===== src/rtl/best_1ofn_busy_pipe_if.sv =====
// Bus between the per-zone pattern sorters and the best-1-of-N selector:
// per-zone candidate fields in, winning candidate and valid/busy status out.
interface best_1ofn_busy_pipe_if #(
  parameter int NZONE   = 7,
  parameter int MXKEYB  = 5,
  parameter int MXPATB  = 7,
  parameter int MXQLTB  = 6,
  parameter int MXOFFSB = 4,
  parameter int MXBNDB  = 5,
  parameter int MXPATC  = 12,
  parameter int MXKEYBX = 8
);
  logic                      vld_in;
  logic [NZONE*MXPATB-1:0]   pat;
  logic [NZONE*MXKEYB-1:0]   key;
  logic [NZONE*MXOFFSB-1:0]  offs;
  logic [NZONE*MXQLTB-1:0]   qlt;
  logic [NZONE*MXBNDB-1:0]   bend;
  logic [NZONE*MXPATC-1:0]   carry;
  logic [NZONE-1:0]          bsy_ext;

  logic [MXPATB-1:0]         best_pat;
  logic [MXKEYBX-1:0]        best_key;
  logic [MXKEYBX+1:0]        best_subkey;
  logic [MXQLTB-1:0]         best_qlt;
  logic [MXBNDB-1:0]         best_bend;
  logic [MXPATC-1:0]         best_carry;
  logic [2:0]                best_zone;
  logic                      best_vld;
  logic                      best_bsy;

  modport master (
    output vld_in, pat, key, offs, qlt, bend, carry, bsy_ext,
    input  best_pat, best_key, best_subkey, best_qlt, best_bend, best_carry,
           best_zone, best_vld, best_bsy
  );

  modport slave (
    input  vld_in, pat, key, offs, qlt, bend, carry, bsy_ext,
    output best_pat, best_key, best_subkey, best_qlt, best_bend, best_carry,
           best_zone, best_vld, best_bsy
  );
endinterface


===== src/rtl/best_1ofn_busy_pipe.sv =====
// Two-stage best-1-of-N zone selector: S1 registers the zone candidates and busy
// mask, S2 picks the highest sort key, clamps the key arithmetic and arms hold-off.
module best_1ofn_busy_pipe #(
  parameter int NZONE       = 7,
  parameter int MXKEYB      = 5,
  parameter int MXPATB      = 7,
  parameter int MXQLTB      = 6,
  parameter int MXOFFSB     = 4,
  parameter int MXBNDB      = 5,
  parameter int MXPATC      = 12,
  parameter int SORT_ON_QLT = 1,
  parameter int BUSY_WIN    = 4,
  parameter int HOLD_THR    = 1,
  parameter int MXKEYBX     = 8
) (
  input logic                  clock,
  input logic                  reset,
  best_1ofn_busy_pipe_if.slave bus
);
  localparam int SKW  = (SORT_ON_QLT != 0) ? MXQLTB : MXPATB - 1;
  localparam int HW   = (BUSY_WIN > 0) ? $clog2(BUSY_WIN + 1) : 1;
  localparam int RW   = MXKEYBX + 2;
  localparam int KMAX = NZONE * (2 ** MXKEYB) - 1;

  logic                      r_s1_vld;
  logic [NZONE*MXPATB-1:0]   r_s1_pat;
  logic [NZONE*MXKEYB-1:0]   r_s1_key;
  logic [NZONE*MXOFFSB-1:0]  r_s1_offs;
  logic [NZONE*MXQLTB-1:0]   r_s1_qlt;
  logic [NZONE*MXBNDB-1:0]   r_s1_bend;
  logic [NZONE*MXPATC-1:0]   r_s1_carry;
  logic [NZONE-1:0]          r_s1_bsy;

  logic [HW-1:0]             r_hold [NZONE];
  logic [NZONE-1:0]          w_hold_bsy;

  logic [SKW-1:0]            w_sk [NZONE];
  logic                      w_win_found;
  logic [2:0]                w_win_zone;
  logic [SKW-1:0]            w_win_sk;
  logic [MXPATB-1:0]         w_sel_pat;
  logic [MXKEYB-1:0]         w_sel_key;
  logic [MXOFFSB-1:0]        w_sel_offs;
  logic [MXQLTB-1:0]         w_sel_qlt;
  logic [MXBNDB-1:0]         w_sel_bend;
  logic [MXPATC-1:0]         w_sel_carry;

  logic [RW-1:0]             w_full;
  logic [RW-1:0]             w_raw;
  logic [MXKEYBX-1:0]        w_key;
  logic [MXKEYBX+1:0]        w_subkey;
  logic                      w_load;

  logic [MXPATB-1:0]         r_best_pat;
  logic [MXKEYBX-1:0]        r_best_key;
  logic [MXKEYBX+1:0]        r_best_subkey;
  logic [MXQLTB-1:0]         r_best_qlt;
  logic [MXBNDB-1:0]         r_best_bend;
  logic [MXPATC-1:0]         r_best_carry;
  logic [2:0]                r_best_zone;
  logic                      r_best_vld;
  logic                      r_best_bsy;

  always_comb begin
    for (int z = 0; z < NZONE; z++) begin
      w_hold_bsy[z] = (r_hold[z] != '0);
    end
  end

  always_ff @(posedge clock) begin
    if (reset) begin
      r_s1_vld   <= 1'b0;
      r_s1_pat   <= '0;
      r_s1_key   <= '0;
      r_s1_offs  <= '0;
      r_s1_qlt   <= '0;
      r_s1_bend  <= '0;
      r_s1_carry <= '0;
      r_s1_bsy   <= '0;
    end else begin
      r_s1_vld   <= bus.vld_in;
      r_s1_pat   <= bus.pat;
      r_s1_key   <= bus.key;
      r_s1_offs  <= bus.offs;
      r_s1_qlt   <= bus.qlt;
      r_s1_bend  <= bus.bend;
      r_s1_carry <= bus.carry;
      r_s1_bsy   <= bus.bsy_ext | w_hold_bsy;
    end
  end

  for (genvar gz = 0; gz < NZONE; gz++) begin : g_sk
    if (SORT_ON_QLT != 0) begin : g_qlt
      assign w_sk[gz] = r_s1_qlt[gz*MXQLTB +: MXQLTB];
    end else begin : g_pat
      assign w_sk[gz] = r_s1_pat[gz*MXPATB+1 +: MXPATB-1];
    end
  end

  // Strict greater-than keeps the lowest zone index on ties; key 0 is still a candidate.
  always_comb begin
    w_win_found = 1'b0;
    w_win_zone  = '0;
    w_win_sk    = '0;
    w_sel_pat   = '0;
    w_sel_key   = '0;
    w_sel_offs  = '0;
    w_sel_qlt   = '0;
    w_sel_bend  = '0;
    w_sel_carry = '0;
    for (int z = 0; z < NZONE; z++) begin
      if (!r_s1_bsy[z] && (!w_win_found || (w_sk[z] > w_win_sk))) begin
        w_win_found = 1'b1;
        w_win_zone  = 3'(z);
        w_win_sk    = w_sk[z];
        w_sel_pat   = r_s1_pat[z*MXPATB +: MXPATB];
        w_sel_key   = r_s1_key[z*MXKEYB +: MXKEYB];
        w_sel_offs  = r_s1_offs[z*MXOFFSB +: MXOFFSB];
        w_sel_qlt   = r_s1_qlt[z*MXQLTB +: MXQLTB];
        w_sel_bend  = r_s1_bend[z*MXBNDB +: MXBNDB];
        w_sel_carry = r_s1_carry[z*MXPATC +: MXPATC];
      end
    end
  end

  // Raw key is treated as two's complement; the MSB flags a result below zero.
  always_comb begin
    w_full = (RW'(w_win_zone) << MXKEYB) + RW'(w_sel_key);
    w_raw  = w_full + RW'(w_sel_offs[3:2]) + RW'(w_sel_offs[1] & w_sel_offs[0]) - RW'(2);
    if (w_raw[RW-1]) begin
      w_key    = '0;
      w_subkey = '0;
    end else if (w_raw > RW'(KMAX)) begin
      w_key    = MXKEYBX'(KMAX);
      w_subkey = {MXKEYBX'(KMAX), 2'b11};
    end else begin
      w_key    = w_raw[MXKEYBX-1:0];
      w_subkey = {w_raw[MXKEYBX-1:0], w_sel_offs[1:0] + 2'd1};
    end
  end

  assign w_load = r_s1_vld & w_win_found & (w_win_sk >= SKW'(HOLD_THR));

  always_ff @(posedge clock) begin
    if (reset) begin
      r_best_pat    <= '0;
      r_best_key    <= '0;
      r_best_subkey <= '0;
      r_best_qlt    <= '0;
      r_best_bend   <= '0;
      r_best_carry  <= '0;
      r_best_zone   <= '0;
      r_best_vld    <= 1'b0;
      r_best_bsy    <= 1'b0;
    end else begin
      r_best_pat    <= '0;
      r_best_key    <= '0;
      r_best_subkey <= '0;
      r_best_qlt    <= '0;
      r_best_bend   <= '0;
      r_best_carry  <= '0;
      r_best_zone   <= '0;
      r_best_vld    <= 1'b0;
      r_best_bsy    <= 1'b0;
      if (r_s1_vld && w_win_found) begin
        r_best_pat    <= w_sel_pat;
        r_best_key    <= w_key;
        r_best_subkey <= w_subkey;
        r_best_qlt    <= w_sel_qlt;
        r_best_bend   <= w_sel_bend;
        r_best_carry  <= w_sel_carry;
        r_best_zone   <= w_win_zone;
        r_best_vld    <= 1'b1;
      end else if (r_s1_vld) begin
        r_best_bsy    <= 1'b1;
      end
    end
  end

  // Reload beats decrement, so a zone that keeps winning stays held off.
  if (BUSY_WIN > 0) begin : g_hold
    always_ff @(posedge clock) begin
      for (int z = 0; z < NZONE; z++) begin
        if (reset) begin
          r_hold[z] <= '0;
        end else if (w_load && (w_win_zone == 3'(z))) begin
          r_hold[z] <= HW'(BUSY_WIN);
        end else if (r_hold[z] != '0) begin
          r_hold[z] <= r_hold[z] - HW'(1);
        end
      end
    end
  end else begin : g_nohold
    always_comb begin
      for (int z = 0; z < NZONE; z++) begin
        r_hold[z] = '0;
      end
    end
  end

  assign bus.best_pat    = r_best_pat;
  assign bus.best_key    = r_best_key;
  assign bus.best_subkey = r_best_subkey;
  assign bus.best_qlt    = r_best_qlt;
  assign bus.best_bend   = r_best_bend;
  assign bus.best_carry  = r_best_carry;
  assign bus.best_zone   = r_best_zone;
  assign bus.best_vld    = r_best_vld;
  assign bus.best_bsy    = r_best_bsy;
endmodule

===== src/flat_wrapper.sv =====
// flat-port wrapper written by rule: the top's interface ports become plain ports
module best_1ofn_busy_pipe_flat 
#(
  parameter int NZONE       = 7,
  parameter int MXKEYB      = 5,
  parameter int MXPATB      = 7,
  parameter int MXQLTB      = 6,
  parameter int MXOFFSB     = 4,
  parameter int MXBNDB      = 5,
  parameter int MXPATC      = 12,
  parameter int SORT_ON_QLT = 1,
  parameter int BUSY_WIN    = 4,
  parameter int HOLD_THR    = 1,
  parameter int MXKEYBX     = 8
)
  (clock, reset, bus_vld_in, bus_pat, bus_key, bus_offs, bus_qlt, bus_bend, bus_carry, bus_bsy_ext, bus_best_pat, bus_best_key, bus_best_subkey, bus_best_qlt, bus_best_bend, bus_best_carry, bus_best_zone, bus_best_vld, bus_best_bsy);
  best_1ofn_busy_pipe_if #(.NZONE(NZONE), .MXKEYB(MXKEYB), .MXPATB(MXPATB), .MXQLTB(MXQLTB), .MXOFFSB(MXOFFSB), .MXBNDB(MXBNDB), .MXPATC(MXPATC), .MXKEYBX(MXKEYBX)) bus_i ();
  input logic clock;
  input logic reset;
  input wire logic [$bits(bus_i.vld_in)-1:0] bus_vld_in;
  input wire logic [$bits(bus_i.pat)-1:0] bus_pat;
  input wire logic [$bits(bus_i.key)-1:0] bus_key;
  input wire logic [$bits(bus_i.offs)-1:0] bus_offs;
  input wire logic [$bits(bus_i.qlt)-1:0] bus_qlt;
  input wire logic [$bits(bus_i.bend)-1:0] bus_bend;
  input wire logic [$bits(bus_i.carry)-1:0] bus_carry;
  input wire logic [$bits(bus_i.bsy_ext)-1:0] bus_bsy_ext;
  output wire logic [$bits(bus_i.best_pat)-1:0] bus_best_pat;
  output wire logic [$bits(bus_i.best_key)-1:0] bus_best_key;
  output wire logic [$bits(bus_i.best_subkey)-1:0] bus_best_subkey;
  output wire logic [$bits(bus_i.best_qlt)-1:0] bus_best_qlt;
  output wire logic [$bits(bus_i.best_bend)-1:0] bus_best_bend;
  output wire logic [$bits(bus_i.best_carry)-1:0] bus_best_carry;
  output wire logic [$bits(bus_i.best_zone)-1:0] bus_best_zone;
  output wire logic [$bits(bus_i.best_vld)-1:0] bus_best_vld;
  output wire logic [$bits(bus_i.best_bsy)-1:0] bus_best_bsy;
  assign bus_i.vld_in = bus_vld_in;
  assign bus_i.pat = bus_pat;
  assign bus_i.key = bus_key;
  assign bus_i.offs = bus_offs;
  assign bus_i.qlt = bus_qlt;
  assign bus_i.bend = bus_bend;
  assign bus_i.carry = bus_carry;
  assign bus_i.bsy_ext = bus_bsy_ext;
  assign bus_best_pat = bus_i.best_pat;
  assign bus_best_key = bus_i.best_key;
  assign bus_best_subkey = bus_i.best_subkey;
  assign bus_best_qlt = bus_i.best_qlt;
  assign bus_best_bend = bus_i.best_bend;
  assign bus_best_carry = bus_i.best_carry;
  assign bus_best_zone = bus_i.best_zone;
  assign bus_best_vld = bus_i.best_vld;
  assign bus_best_bsy = bus_i.best_bsy;
  best_1ofn_busy_pipe #(.NZONE(NZONE), .MXKEYB(MXKEYB), .MXPATB(MXPATB), .MXQLTB(MXQLTB), .MXOFFSB(MXOFFSB), .MXBNDB(MXBNDB), .MXPATC(MXPATC), .SORT_ON_QLT(SORT_ON_QLT), .BUSY_WIN(BUSY_WIN), .HOLD_THR(HOLD_THR), .MXKEYBX(MXKEYBX)) u_core (.clock(clock), .reset(reset), .bus(bus_i));
endmodule

===== config.mk =====
export PLATFORM = sky130hd
export DESIGN_NAME = best_1ofn_busy_pipe_flat
export DESIGN_NICKNAME = d
export VERILOG_FILES = /design/src/rtl/best_1ofn_busy_pipe_if.sv /design/src/rtl/best_1ofn_busy_pipe.sv /design/src/flat_wrapper.sv
export SDC_FILE = /design/constraint.sdc
export NUM_CORES = 1
export LEC_CHECK = 0
export ABC_AREA = 1
export CAP_MARGIN = 5
export CORE_ASPECT_RATIO = 2
export CORE_MARGIN = 3
export CORE_UTILIZATION = 50
export CTS_CLUSTER_SIZE = 30
export DETAILED_ROUTE_END_ITERATION = 10
export GPL_ROUTABILITY_DRIVEN = 0
export PLACE_DENSITY = 0.8
export SLEW_MARGIN = 5
export SYNTH_ARGS = -nofsm -noshare
export SYNTH_HDL_FRONTEND = slang
export SYNTH_SLANG_ARGS = --single-unit

===== constraint.sdc =====
create_clock -name clock -period 13.34 [get_ports clock]
set_input_delay 2.001 -clock clock [delete_from_list [all_inputs] [get_ports clock]]
set_output_delay 2.001 -clock clock [all_outputs]
set_load 0.05 [all_outputs]

* Word level (Yosys, flattened, before mapping) *
Memories as Yosys holds them, arrays and structs flattened.
Cells that the tools add are included.

storage, ports and cells
  bits in writable memories = 21
  output and inout bits = 53
  memories = 1
  logic and storage cells = 231
  register bits after elaboration = 333

cells by class
  multiplexer cells = 124
  reductions and logical operators = 43
  $lt $le $gt $ge = 8
  bitwise gates (word level) = 19
  $add $sub $neg = 12
  equal/unequal tests = 6

memory list
  name           words  width  read ports  clocked after memory_dff  write ports  RTL line                   text
  u_core.r_hold  7      3      7           0                         7            best_1ofn_busy_pipe.sv:34  logic [HW-1:0] r_hold [NZONE];

operators with widths
  operator                                                            number
  2-to-1 mux 12 bit                                                   7
  2-to-1 mux 5 bit                                                    14
  2-to-1 mux 1 bit                                                    61
  2-to-1 mux 3 bit                                                    17
  2-to-1 mux 7 bit                                                    7
  2-to-1 mux 6 bit                                                    7
  > comparator 6 bit                                                  6
  2-to-1 mux 4 bit                                                    7
  nonzero test 3 bit                                                  7
  subtractor 3 x 1 -> 3 bit (second input constant)                   7
  logical AND 1 bit                                                   14
  bitwise OR 1 bit                                                    14
  logical NOT 1 bit                                                   11
  adder 10 bit                                                        1
  adder 10 x 2 -> 10 bit                                              1
  > comparator 10 x 8 -> 1 bit (second input constant)                1
  2-to-1 mux 10 bit                                                   1
  subtractor 10 x 2 -> 10 bit (second input constant)                 1
  adder 8 x 5 -> 9 bit                                                1
  == test 3 bit (second input constant)                               3
  2-to-1 mux 8 bit                                                    1
  bitwise OR 7 bit                                                    1
  == test 3 x 2 -> 1 bit (second input constant)                      2
  greater-or-equal comparator 6 x 1 -> 1 bit (second input constant)  1
  other kinds (10)                                                    19

* Depth between registers and ports, before layout *
Gate-level depths: netlist (run 1).

  depth in word-level cells = 33
  depth in mapped cells = 92

* Worst setup path after synthesis (run 1) *
Ideal clock, no wire load.

  path kind = register to register
  start point = reg u_core.r_s1_bsy[0]
  end point = reg u_core.r_best_subkey[2] (netlist: u_core.bus.best_subkey[2])
  data arrival time = 11.475 ns
  clock period less this slack = 11.585 ns
  slack = 1.755 ns
  setup time = 0.110 ns
  data required time = 13.230 ns
  stages on the path, launching flop included = 92
  cells stage by stage = dfxtp_1 -> inv_1 -> clkbuf_1 -> clkbuf_1 -> nand2_1 -> ha_1 -> nand2_1 -> nor2_2 -> nand2_1 -> nand3_1 -> nand2_1 -> nand2_2 -> nand2_2 -> clkbuf_1 -> nand3_1 -> o21ai_0 -> inv_1 -> ha_1 -> [... 56 more ...] -> inv_1 -> fa_1 -> inv_1 -> ha_1 -> inv_1 -> fa_1 -> nor2_1 -> nor2_1 -> o21bai_1 -> a21oi_1 -> o21ai_0 -> xor2_1 -> a31oi_1 -> nand2_1 -> inv_1 -> nand2_1 -> nand2_1 -> inv_1

between the ends
  word-level cells in the longest chain between the ends = 31
  elaborated cells between the ends (all ways) = 66
  those cells by class = 4 x add/sub; 7 x order compare; 34 x mux; 2 x bitwise; 19 x reduce/logical

RTL lines
  element                                                  RTL line                    text
  start, declared                                          best_1ofn_busy_pipe.sv:32   logic [NZONE-1:0] r_s1_bsy;
  start signal, assigned                                   best_1ofn_busy_pipe.sv:88   r_s1_bsy <= bus.bsy_ext | w_hold_bsy;
  2-to-1 mux 6 bit                                         best_1ofn_busy_pipe.sv:112  if (!r_s1_bsy[z] && (!w_win_found || (w_sk[z] > w_win_sk))) begin
  > comparator 6 bit                                       best_1ofn_busy_pipe.sv:112
  logical OR 1 bit                                         best_1ofn_busy_pipe.sv:112
  logical AND 1 bit                                        best_1ofn_busy_pipe.sv:112
  2-to-1 mux 6 bit or 2-to-1 mux 1 bit (tied branches)     best_1ofn_busy_pipe.sv:112
  > comparator 6 bit or logical NOT 1 bit (tied branches)  best_1ofn_busy_pipe.sv:112
  logical OR 1 bit                                         best_1ofn_busy_pipe.sv:112
  logical AND 1 bit                                        best_1ofn_busy_pipe.sv:112
  [... 15 more ...]                                        --
  logical AND 1 bit                                        best_1ofn_busy_pipe.sv:112
  2-to-1 mux 5 bit or 2-to-1 mux 3 bit (tied branches)     best_1ofn_busy_pipe.sv:112
  adder 8 x 5 -> 9 bit                                     best_1ofn_busy_pipe.sv:128  w_full = (RW'(w_win_zone) << MXKEYB) + RW'(w_sel_key);
  adder 10 x 2 -> 10 bit                                   best_1ofn_busy_pipe.sv:129  w_raw = w_full + RW'(w_sel_offs[3:2]) + RW'(w_sel_offs[1] & w_sel_offs[0]) - RW'(2);
  adder 10 bit                                             best_1ofn_busy_pipe.sv:129
  subtractor 10 x 2 -> 10 bit                              best_1ofn_busy_pipe.sv:129
  > comparator 10 x 8 -> 1 bit                             best_1ofn_busy_pipe.sv:133  end else if (w_raw > RW'(KMAX)) begin
  2-to-1 mux 10 bit                                        best_1ofn_busy_pipe.sv:133
  end signal, assigned                                     best_1ofn_busy_pipe.sv:168  r_best_subkey <= w_subkey;
  end, declared                                            best_1ofn_busy_pipe.sv:56   logic [MXKEYBX+1:0] r_best_subkey;

Parallel ways exist; a longest one is shown, timed or not.
A chain may end at the register's enable or synchronous reset.

* Final worst setup path (run 1) *
  start point = reg u_core.r_s1_bsy[0]
  end point = reg u_core.r_best_subkey[4] (netlist: u_core.bus.best_subkey[4])

Same word-level chain as after synthesis.

==> impl_metrics.yaml, run 1 <==
yosys:
  synth_edf_count: 21
  synth_xor_xnor_area_share: 0.00791
  synth_top_cell_area_share: 0.454
  postSynthCellCount: 1843
  synth_top_cell_by_area: "dfxtp_1"
  synth_ff_type: "dfxtp_1"
  synth.avg_cell_area_um2: 7.81
  synth.area.mux_share: 0
  ys_ff_latch: 347
  synth_fp_nets: 2189
  ys_seq_area_frac: 0.497
  yosys_warnings: 0
  synth-async-reset-ratio: 0
  syn-cell-area_mm2: 0.0144
  synth.area.top_cells: "dfxtp_1, inv_1, nor2_1"
  synth_top_family_by_area: "simple AND/OR/NAND/NOR gates"
  synth-adder-area-share: 0.0558
  synth_compound_area_frac: 0.111
  ys_types: 41
  yosys.area_share.simple: 0.196
clock_tree:
  clock-sinks: 347
  cts_tree: "yes"
  clockRootBuffer: "clkbuf_16"
  htree_num_levels: 1
  clock_path_buffers: 3
  cts_buffers: 29
  clock_latency_ns: 0.56
  clk_pin_slew_ns: 0.07
global_route:
  grtUsageMet3: 0.0280
  use_met1: 0.253
  grt_pass1_vias: 12969
  grt_max_degree: 117
  grt_use_total: 0.269
  overflow: 0
  use_met2: 0.525
  busiest_layer: "met2"
  grt_pass1_wl_mm: 65.4
  antenna_found_initial: 5
critical_path:
  setup.worst_path.class: "flop to flop"
  endpoint_kind: "flop"
  cp_max_fo: 49
  cp.arrival_ns: 12.85
  r2r_setup_slack_ns: 0.96
  critPathMostFrequentCell: "nand2_1"
  max_stage_delay_ns: 0.41
  start_kind: "flop"
  required_ns: 13.81
  crit_slowest_cell: "fa_1"
sta:
  hold_viol: 0
  finalCritPeriodShare: 0.928
  fin_crit_ns: 12.38
  rsz0062_at_grt: "no"
  final-setup-viol-count: 0
  tightestPinTransition_ns: 0.978
  max_freq_ghz: 0.0808
  slew_viol_final: 0
  maxSlewHeadroom: 0.347
  finClkSkew_ns: 0.0173
power_and_ir_drop:
  finalPower_mw: 4.56
  ir_drop_v: 0.000136
  leakage_nw: 9.21
  power_density_mw_per_mm2: 238
detailed_routing:
  wl_per_cell_um: 17.6
  vias: 12760
  drt_iter0_drc: 774
  firstDrtPassIters: 6
  wl_mm: 44.2
  drc: 0
  routed_via_density: 5.07
  postRouteAntennaNets: 0
finish:
  drive_gt1_frac: 0.0613
  final_nets: 2477
  post-route-cell-area_mm2: 0.0191
  area_growth_pct: 33.0
floorplan:
  die_h_um: 246
  start_util: 0.508
  core_mm2: 0.0283
  die_w_um: 126
  boundaryPins: 336
  die_area_mm2: 0.0310
  num_rows: 87
place:
  dp_hpwl_mm: 32.8
  numPortBuffers: 335
  placed_area_mm2: 0.0179
min_path:
  min_path_type: "flop to flop"
outcome:
  status: "finished clean"
run:
  maxCapViolations: 0
## flip-flops by register name, indices dropped and copies added (netlist names)
| name | flops |
|---|---|
| u_core.bus.best_bend | 5 |
| u_core.bus.best_bsy | 1 |
| u_core.bus.best_carry | 12 |
| u_core.bus.best_pat | 7 |
| u_core.bus.best_qlt | 6 |
| u_core.bus.best_subkey | 10 |
| u_core.bus.best_vld | 1 |
| u_core.bus.best_zone | 3 |
| u_core.r_hold | 21 |
| u_core.r_s1_bend | 35 |
| u_core.r_s1_bsy | 7 |
| u_core.r_s1_carry | 84 |
| u_core.r_s1_key | 35 |
| u_core.r_s1_offs | 28 |
| u_core.r_s1_pat | 49 |
| u_core.r_s1_qlt | 42 |
| u_core.r_s1_vld | 1 |
## logic make-up (layout without fill, tap and decap cells)
family | Yosys count | in the layout
compound gates | 281 | 281
xor+xnor | 13 | 13
fa+ha+maj | 63 | 63
buf+inv | 491 | 802
flops | 347 | 347
other cells | 0 | 5
simple gates | 648 | 648
## where the power goes
part | internal, mW | switching, mW | total (mW)
registers | 1.17 | 0.0431 | 1.21
logic | 0.831 | 1.57 | 2.40
clock network | 0.542 | 0.400 | 0.942
total | 2.54 | 2.02 | 4.56
## placed cells by master, fill, tap and decap left out, drive strengths merged, types with 2 or more instances in the layout
cell	n
buf	15
nand4	2
o21a	5
o21bai	9
a32o	3
bufinv	4
and2	4
o211ai	28
a211oi	12
clkinvlp	8
inv	397
clkdlybuf4s50	334
a31oi	27
clkbuf	41
a21oi	81
clkinv	3
fa	2
xor2	12
nand3	118
o21ai	112
ha	61
diode	5
dfxtp	326
nor2	331
or2	10
nand2	180
edfxtp	21
## layout make-up
cell class	instances	area, um2
flip-flops and latches	347	7160
inverters	396	1490
multi-input cells	1005	5370
diodes	5	12.5
clock inverters	16	210
repair buffers	352	3570
well taps	356	445
clock buffers	38	872
fillers	2279	9170
## stage by stage
| stage | hold WS, ns | util | setup TNS [ns] | worst slack, ns | std cells |
|---|---|---|---|---|---|
| global placement | 0.481 | 0.632 | 0 | 0.751 | 2451 |
| CTS | 0.506 | 0.670 | 0 | 0.0976 | 2505 |
| global route | 0.523 | 0.676 | 0 | 0.0372 | 2515 |
| finish | 0.501 | 0.676 | 0 | 0.957 | 2515 |
| detailed placement | 0.486 | 0.632 | -0.363 | -0.0938 | 2451 |
| floorplan | 0.466 | - | 0 | 1.75 | 1843 |
## routing by layer
| metal | wire [um] | part of all wire | vias up |
|---|---|---|---|
| li1 | - | - | 6223 |
| met1 | 14400 | 0.33 | 5836 |
| met2 | 24400 | 0.55 | 543 |
| met3 | 1990 | 0.045 | 158 |
| met4 | 3310 | 0.075 | 0 |
| met5 | 0 | 0 | - |
## cells in the mapped netlist (2+ instances only)
| library cell | count |
|---|---|
| buf_2 | 8 |
| nor2_2 | 6 |
| nand2_2 | 6 |
| o21ai_0 | 111 |
| o21a_1 | 5 |
| a32o_1 | 3 |
| buf_4 | 8 |
| nand4_1 | 2 |
| fa_1 | 2 |
| or2_2 | 10 |
| nor2_1 | 325 |
| buf_6 | 2 |
| edfxtp_1 | 21 |
| xor2_1 | 12 |
| a31oi_1 | 27 |
| dfxtp_1 | 326 |
| a21oi_1 | 81 |
| nand2_1 | 172 |
| inv_2 | 2 |
| o21bai_1 | 9 |
| buf_1 | 2 |
| nand3_2 | 26 |
| o211ai_1 | 28 |
| clkinv_1 | 2 |
| nand2_4 | 2 |
| ha_1 | 61 |
| clkbuf_1 | 75 |
| and2_1 | 4 |
| inv_1 | 392 |
| a211oi_1 | 12 |
| nand3_1 | 91 |
## repair_timing
| action | CTS | global route |
|---|---|---|
| resized for setup | 3 | 25 |
| hold buffers | 0 | 0 |
| buffers inserted | 0 | 3 |
| cloned | 0 | 2 |
| setup endpoints to repair | 10 | 10 |
| pin swaps | 0 | 1 |
## path summary, 6_finish.rpt
kind,cells past startpoint,start,end
worst min register to register,2,u_core.r_s1_carry[60],u_core.bus.best_carry[0]
worst max-delay path,86,u_core.r_s1_bsy[0],u_core.bus.best_subkey[4]
worst min-delay path,2,u_core.r_s1_carry[60],u_core.bus.best_carry[0]
worst max register to register,86,u_core.r_s1_bsy[0],u_core.bus.best_subkey[4]
## worst max-delay path, delay by kind of cell, from the launching register on
family	cells	cell delay (ns)
and+or+nand+nor	39	4.15
xor gates and xnor gates	1	0.12
DFF	1	0.32
adders and majority gates	10	2.84
buffers and inverters	15	1.73
AOI/OAI and AO/OA	21	3.10
No activity file was read; power rests on OpenSTA's default activity.
==> run 2: changes to the inputs <==
Settings changed: CORE_UTILIZATION 50 to 40, PLACE_DENSITY 0.8 to 0.66, SETUP_SLACK_MARGIN from default to 0.4.
Clock period 13.34 ns to 11.6 ns, I/O delays scaled along.
==> run 2 against run 1 <==
Effect of this change:
- non-clock buffer count grew 41
- final cell count rose by 5.4%
- sequential power increased by 16%
- flip-flop and latch count is the same
- setup slack got worse by 0.19 ns
- first-iteration DRC count is 26% lower
- routed wire length increased by 6.1%
- utilization is 10 points lower
- sequential share of layout area is 2.2 points lower
- clock power rose by 22%
- clock-buffer cell count grew 5
- clock skew is 0.0034 ns lower
==> impl_metrics.yaml, run 2 (same netlist as run 1, synthesis figures left out) <==
clock_tree:
  clock-sinks: 347
  cts_hold_buffers: 0
  clock_latency_ns: 0.51
  clk_pin_slew_ns: 0.06
  cts_buffers: 34
  cts_tree: "yes"
  htree_num_levels: 2
  clockRootBuffer: "clkbuf_16"
  clock_path_buffers: 3
detailed_routing:
  vias: 12698
  wl_mm: 46.8
  wl_met1_mm: 15.1
  postRouteAntennaNets: 0
  wl_met3_mm: 1.99
  firstDrtPassIters: 7
  wl_met2_mm: 26.6
  top_layer_used: "met4"
  drt_iter0_drc: 576
  drc: 0
  routed_via_density: 4.79
  wl_per_cell_um: 17.7
global_route:
  antenna_found_initial: 3
  grt_use_total: 0.226
  grt_pass1_wl_mm: 67.0
  overflow: 0
  grt_max_degree: 114
  grt_pass1_vias: 12873
sta:
  hold_viol: 0
  tightestPinTransition_ns: 1.03
  maxSlewHeadroom: 0.310
  slew_viol_final: 0
  finClkSkew_ns: 0.0139
  fin_crit_ns: 10.83
  finalCritPeriodShare: 0.934
  max_freq_ghz: 0.0923
  tns_ns: 0
  final-setup-viol-count: 0
  rsz0062_at_grt: "no"
finish:
  instances_no_fill: 2652
  final_cell_mix: "inv_1, clkdlybuf4s50_1, dfxtp_1"
  area_growth_pct: 41.4
  drive_gt1_frac: 0.122
  layout_commonest_cell: "inv_1"
  largest-register: "u_core.r_s1_carry"
  final_nets: 2525
  reg.largest.list: "u_core.r_s1_carry: 84 flops, u_core.r_s1_pat: 49 flops, u_core.r_s1_qlt: 42 flops"
  post-route-cell-area_mm2: 0.0203
  largest_reg_flops: 84
  nFillCells: 3165
place:
  numPortBuffers: 335
  placed_area_mm2: 0.0180
  place_inst: 2546
  dp_hpwl_mm: 34.3
power_and_ir_drop:
  power_density_mw_per_mm2: 282
  p_comb_frac: 0.557
  finalPower_mw: 5.74
  p_int_mw: 3.25
  power_frac_seq: 0.243
  clockPowerShare: 0.200
  leakage_nw: 9.65
  p_sw_frac: 0.435
  switchingPower_mw: 2.49
  ir_drop_v: 0.000270
critical_path:
  crit_slowest_cell: "fa_2"
  cp_max_fo: 8
  setup.worst_path.class: "flop to flop"
  start_kind: "flop"
  endpoint_kind: "flop"
  required_ns: 12.01
  max_stage_delay_ns: 0.39
  critPathMostFrequentCell: "nand2_2"
  cp.arrival_ns: 11.24
floorplan:
  die_h_um: 274
  die_area_mm2: 0.0384
  num_rows: 97
  start_util: 0.407
  die_w_um: 140
  boundaryPins: 336
  core_mm2: 0.0353
run:
  maxCapViolations: 0
outcome:
  status: "finished clean"
min_path:
  min_path_type: "flop to flop"
==> run 2: metal layers <==
metal	up-vias	GRT usage
met5	-	0
met1	5777	0.207
met4	0	0.140
met3	150	0.0271
li1	6322	-
met2	449	0.457
==> run 2: path summary, 6_finish.rpt <==
check | from | endpoint | slack [ns] | cells past startpoint
worst max-delay path | u_core.r_s1_bsy[0] | u_core.bus.best_subkey[2] | 0.77 | 83
worst min-delay path | u_core.r_s1_carry[60] | u_core.bus.best_carry[0] | 0.50 | 2
worst max register to register | u_core.r_s1_bsy[0] | u_core.bus.best_subkey[2] | 0.77 | 83
worst min register to register | u_core.r_s1_carry[60] | u_core.bus.best_carry[0] | 0.50 | 2
==> run 2: power groups by stage <==
stage               Combinational, mW  Clock [mW]  Sequential, mW
global route                     3.47        1.21            1.41
floorplan                        1.67           0            1.51
global placement                 2.53           0            1.42
detailed placement               2.59           0            1.42
finish                           3.20        1.15            1.40
CTS                              2.76        1.17            1.39
==> run 2: through the flow <==
step	hold slack (ns)	util	worst slack, ns
after floorplan	0.466	-	0.430
after global placement	0.483	0.511	0.122
after detailed placement	0.488	0.511	-0.504
after CTS	0.504	0.550	0.446
after global routing	0.523	0.576	0.0822
final	0.505	0.576	0.766
==> run 2: final cells by class <==
type                            count  area (um2)  share of cell area
Antenna cell                        3        7.51            0.000369
Clock buffer                       43         946              0.0465
Clock inverter                     18         228              0.0112
Inverter                          396        1500              0.0739
Multi-Input combinational cell   1007        6010               0.295
Sequential cell                   347        7160               0.352
Tap cell                          445         557              0.0274
Timing Repair Buffer              393        3940               0.193
==> run 2: worst max-delay path, delay by kind of cell, from the launching register on <==
family,cells,cell delay [ns]
simple gates,38,3.67
compound gates,20,2.79
fa+ha+maj,9,2.40
buf+inv,15,1.40
flops,1,0.37
xor+xnor,1,0.10
==> run 2: what timing repair did <==
| item | CTS | global route |
|---|---|---|
| endpoints found under the setup margin | 10 | 10 |
| gates resized for setup | 28 | 140 |
| pin swaps | 12 | 68 |
| buffers inserted | 8 | 28 |
| endpoints found under the hold margin | 0 | 0 |
| gates cloned | 2 | 4 |
